$ cat config.mk
export PLATFORM = sky130hd
export DESIGN_NAME = mem_loader
export DESIGN_NICKNAME = d
export VERILOG_FILES = /design/src/rtl/mem_loader.sv
export SDC_FILE = /design/constraint.sdc
export NUM_CORES = 1
export LEC_CHECK = 0
export BUFFER_PORTS_ARGS = -buffer_cell sky130_fd_sc_hd__buf_2
export CELL_PAD_IN_SITES_DETAIL_PLACEMENT = 1
export CELL_PAD_IN_SITES_GLOBAL_PLACEMENT = 1
export CORE_MARGIN = 2
export CORE_UTILIZATION = 42
export CTS_CLUSTER_DIAMETER = 200
export CTS_CLUSTER_SIZE = 24
export DETAILED_ROUTE_END_ITERATION = 12
export GPL_ROUTABILITY_DRIVEN = 0
export PLACE_DENSITY = 0.89
export RECOVER_POWER = 50
export SYNTH_ARGS = -nofsm -noshare
export SYNTH_HDL_FRONTEND = slang
export SYNTH_SLANG_ARGS = --single-unit
$ cat constraint.sdc
create_clock -name clk -period 5.5 [get_ports clk]
set_input_delay 0.275 -clock clk [delete_from_list [all_inputs] [get_ports clk]]
set_output_delay 0.275 -clock clk [all_outputs]
set_load 0.1 [all_outputs]
$ cat src/rtl/mem_loader.sv
`default_nettype none
// ============================================================================
// Module   : mem_loader
// Purpose  : Host-side program loader. Takes a byte stream over valid/ready
//            and writes it sequentially into mem from BASE_ADDR. It holds the
//            CPU in reset and owns the mem bus until the load completes, then
//            hands the bus back and releases the CPU.
// Options  : MEM_LOADER_CHECKSUM_EN - one trailer byte follows the payload;
//            the load is only accepted when payload+trailer sums to zero
//            mod 2^DATA_WIDTH, otherwise the loader parks in ERROR.
// Revision : 1.0 - initial release
// ============================================================================
module mem_loader #(
  parameter int                    ADDR_WIDTH = 16,
  parameter int                    DATA_WIDTH = 8,
  parameter logic [ADDR_WIDTH-1:0] BASE_ADDR  = 16'h0200,
  parameter int                    LOAD_LEN   = 256
) (
  input  logic                  clk,
  input  logic                  reset_n,
  input  logic                  start,
  input  logic                  byte_valid,
  input  logic [DATA_WIDTH-1:0] byte_data,
  output logic                  byte_ready,
  output logic                  mem_we,
  output logic [ADDR_WIDTH-1:0] mem_addr,
  output logic [DATA_WIDTH-1:0] mem_din,
  output logic                  mem_sel,
  output logic                  cpu_reset_n,
  output logic                  busy,
  output logic                  done,
  output logic                  error,
  output logic [ADDR_WIDTH:0]   count
);

  // Payload length in the width of the byte counter (LOAD_LEN may equal
  // 2^ADDR_WIDTH, hence the extra counter bit).
  localparam logic [ADDR_WIDTH:0] LEN = (ADDR_WIDTH+1)'(LOAD_LEN);

  typedef enum logic [2:0] {
    IDLE  = 3'd0,
    LOAD  = 3'd1,
    RUN   = 3'd2
`ifdef MEM_LOADER_CHECKSUM_EN
    ,
    CHECK = 3'd3,
    ERROR = 3'd4
`endif
  } state_t;

  state_t state;

  logic              xfer;
  logic              last_byte;
  logic              restart;
  logic [ADDR_WIDTH:0] count_next;

  assign xfer       = byte_valid && byte_ready;
  assign count_next = count + 1'b1;
  assign last_byte  = (count_next == LEN);

  // A new load may begin from any non-busy state; start while busy is dropped.
`ifdef MEM_LOADER_CHECKSUM_EN
  assign restart = start && (state == IDLE || state == RUN || state == ERROR);
`else
  assign restart = start && (state == IDLE || state == RUN);
`endif

`ifdef MEM_LOADER_CHECKSUM_EN
  logic [DATA_WIDTH-1:0] sum;
  logic [DATA_WIDTH-1:0] sum_next;

  assign sum_next = sum + byte_data;
`else
  assign error = 1'b0;
`endif

  // Load sequencer; every output is registered so the mem mux and the CPU
  // reset see glitch-free controls.
  always_ff @(posedge clk or negedge reset_n) begin
    if (!reset_n) begin
      state       <= IDLE;
      cpu_reset_n <= 1'b0;
      mem_sel     <= 1'b1;
      byte_ready  <= 1'b0;
      mem_we      <= 1'b0;
      mem_addr    <= BASE_ADDR;
      mem_din     <= '0;
      busy        <= 1'b0;
      done        <= 1'b0;
      count       <= '0;
`ifdef MEM_LOADER_CHECKSUM_EN
      error       <= 1'b0;
      sum         <= '0;
`endif
    end else begin
      // Write strobe lasts exactly one cycle per accepted payload byte.
      mem_we <= 1'b0;

      case (state)
        IDLE: begin
          cpu_reset_n <= 1'b0;
          mem_sel     <= 1'b1;
        end

        LOAD: begin
          if (xfer) begin
            mem_we   <= 1'b1;
            mem_addr <= BASE_ADDR + count[ADDR_WIDTH-1:0];
            mem_din  <= byte_data;
            count    <= count_next;
`ifdef MEM_LOADER_CHECKSUM_EN
            sum      <= sum_next;
            if (last_byte) begin
              // Stay ready: the trailer byte is accepted in CHECK.
              state <= CHECK;
            end
`else
            if (last_byte) begin
              byte_ready <= 1'b0;
              state      <= RUN;
            end
`endif
          end
        end

`ifdef MEM_LOADER_CHECKSUM_EN
        CHECK: begin
          // Trailer is consumed but never written to mem.
          if (xfer) begin
            byte_ready <= 1'b0;
            busy       <= 1'b0;
            sum        <= sum_next;
            if (sum_next == '0) begin
              state <= RUN;
            end else begin
              state <= ERROR;
              error <= 1'b1;
            end
          end
        end

        ERROR: begin
          error       <= 1'b1;
          done        <= 1'b0;
          cpu_reset_n <= 1'b0;
          mem_sel     <= 1'b1;
          busy        <= 1'b0;
        end
`endif

        RUN: begin
          // Hand-over happens one cycle after entry, so the final write
          // still sees mem_sel=1.
          mem_sel     <= 1'b0;
          cpu_reset_n <= 1'b1;
          done        <= 1'b1;
          busy        <= 1'b0;
        end

        default: state <= IDLE;
      endcase

      // Begin (or re-begin) a load: reclaim the bus and re-assert CPU reset
      // in the same edge so the CPU never runs against a half-written image.
      if (restart) begin
        state       <= LOAD;
        mem_sel     <= 1'b1;
        cpu_reset_n <= 1'b0;
        done        <= 1'b0;
        byte_ready  <= 1'b1;
        busy        <= 1'b1;
        count       <= '0;
`ifdef MEM_LOADER_CHECKSUM_EN
        error       <= 1'b0;
        sum         <= '0;
`endif
      end
    end
  end

endmodule
`default_nettype wire

==> metrics.yaml <==
cts_tree: "yes"
drtIter0Drc: 61
syn_nets: 291
initial_utilization: 0.438
post_cts_buffers: 0
drv_slew: 50
synth_top_cell_by_area: "dfrtp_1"
row_count: 27
clock_path_buffers: 2
ys_ff_latch: 49
synth_edf_count: 0
syn_to_final_growth_pct: 15.8
synth_area_per_cell_sq_um: 8.80
die_h_um: 80.0
grt_pass1_wl_mm: 10.1
pre_cts_slack_ps: 2970
synth_common_cells: "70 x nand2_1, 47 x dfrtp_1, 32 x o21ai_0"
clk_pin_slew_ps: 100
fin_worst_skew_ps: 8.33
maxCapViolCount: 1
antenna_left: 0
slew_headroom: -0.760
port_buffers: 58
yosysSeqAreaShare: 0.506
crit_type: "reg -> reg"
cp_max_fo: 50
worst_slack_ps: 3000
antenna_found_initial: 0
drc_errors: 0
end_kind: "flop"
status: "complete, but fails checks"
fin_crit_sh: 0.455
crit_arrival_ps: 2710
hpwlAfterDp_mm: 4.14
grt-ovfl-total: 0
routed_via_density: 5.34
core_area_sq_um: 5540
layout.nets: 339
cts_root_buf: "clkbuf_8"
track_usage: 0.199
setup_tns_ps: 0
hold_viol: 0
highest_layer: "met4"
rsz0062_at_grt: "no"
setup_violations: 0
n_antenna_cell: 0
hp-class: "in -> reg"
grt_pass1_vias: 2187
cts.sinks: 49
layout_min_cycle_time_ps: 2500
dr_wl_met3_um: 282
met1_length_mm: 2.66
synth_most_common_cell: "nand2_1"
postCtsResizedCells: 0
synth_area_sq_um: 2430
worst_pin_slew_ps: 2640
synth_top_area_share: 0.484
drt-wirelength-per-cell_um: 15.0
clk_latency_ps: 310
dr_wl_met2_mm: 2.95
fmaxAchievable_ghz: 0.399
die_x_um: 80.0
synth_warnings: 0
vias: 2118
register_area_sq_um: 1230
drt_pass1_iterations: 4
h-tree-depth: 2
synth.area.top_cells: "dfrtp_1 48%, nand2_1 11%, o21ai_0 6.6%"
yosysUniqueCellTypes: 45
power_density_nw_per_um2: 462
numCtsBuffers: 5
grt_max_degree: 51
wirelength_mm: 5.94
leakage_nw: 1.34
vdd_drop_max_v: 0.000513
fillers: 704
synthCells: 276
ys_async_sr_fraction: 1.00
drive_above_1_share: 0.182
cp-start-kind: "flop"
holdBufCountCts: 0
die_area_sq_um: 6410
synth_ff_type: "dfrtp_1"
multi_input_area_sq_um: 1100
num_io_pins: 60
crit_required_ps: 5700
violations: "capacitance limit, slew limit"
==> stage by stage <==
| stage | hold WS (ps) | power, W | util | cell area (sq um) | std cells |
|---|---|---|---|---|---|
| after floorplan | -20.6 | 0.000987 | - | 2430 | 276 |
| after global placement | 415 | 0.00109 | 0.496 | 2750 | 389 |
| after detailed placement | 430 | 0.00110 | 0.496 | 2750 | 389 |
| after CTS | 82.2 | 0.00132 | 0.513 | 2840 | 397 |
| after global routing | 143 | 0.00136 | 0.508 | 2810 | 397 |
| final | 149 | 0.00130 | 0.508 | 2810 | 397 |
==> final cells by class <==
type	count	area share
clock buffer	5	0.0245
clock inverter	3	0.00801
inverter	7	0.00934
multi-input combinational	201	0.391
sequential	49	0.437
tap	72	0.0320
timing repair buffer	60	0.0988
==> placed cells by master, fill, tap and decap left out, types with 2 or more instances in the layout <==
cell	n
xor2_1	2
and3_1	6
nor2_1	19
a21oi_1	11
clkbuf_8	5
nand2_1	70
nor3_1	5
clkinvlp_4	3
a21o_1	3
dfrtp_1	47
inv_1	7
a31oi_1	3
nand3_1	4
nand4_1	7
dfstp_2	2
buf_2	39
xnor2_1	6
o21ai_0	32
nor3b_1	2
clkbuf_1	20
and2_1	3
nor3_2	2
ha_1	3
==> where the power goes <==
part	switching [W]	internal [W]
Clock	0.000128	0.0000894
Sequential	0.0000572	0.000415
Combinational	0.000525	0.0000827
Total	0.000711	0.000588
==> cells by family after synthesis <==
logic type	synth area share
AO/OA/AOI/OAI	0.145
XOR/XNOR	0.0289
adder cells (fa/ha/maj)	0.0155
buffers and inverters	0.0438
flip-flops	0.506
multiplexers	0.00876
other	0.00154
AND/OR/NAND/NOR	0.250
==> state kept, by name, summed over array words and instances (netlist names) <==
| signal | flops |
|---|---|
| cpu_reset_n | 1 |
| byte_ready | 1 |
| mem_we | 1 |
| mem_din | 8 |
| mem_sel | 1 |
| busy | 1 |
| count | 17 |
| state | 2 |
| done | 1 |
| mem_addr | 16 |
==> final timing paths <==
path / from / end / slack (ps) / cells after the start
max: state[0]$_DFFE_PN0P_ / count[3]$_DFFE_PN0P_ / 3000 / 7
min: byte_data[1] / mem_din[1]$_DFFE_PN0P_ / 150 / 3
max reg2reg: state[0]$_DFFE_PN0P_ / count[3]$_DFFE_PN0P_ / 3000 / 7
min reg2reg: mem_sel$_DFFE_PN1P_ / mem_sel$_DFFE_PN1P_ / 470 / 2
max in group asynchronous: reset_n / mem_addr[3]$_DFFE_PN0P_ / 3120 / 2
min in group asynchronous: reset_n / mem_addr[11]$_DFFE_PN0P_ / 880 / 2
==> layer usage <==
layer,GRT usage,up-vias
li1,-,1025
met1,0.242,1045
met2,0.348,43
met3,0.0543,5
met4,0.0525,0
met5,0,-
==> worst max-delay path, stage by stage (launching register included) <==
cell	delay, ps
dfrtp_1	430
inv_1	110
nor2_1	80
nand3_2	600
inv_1	140
nor2_1	730
o21ai_0	210
o31ai_1	100
Power figures use the tool's default switching activity.
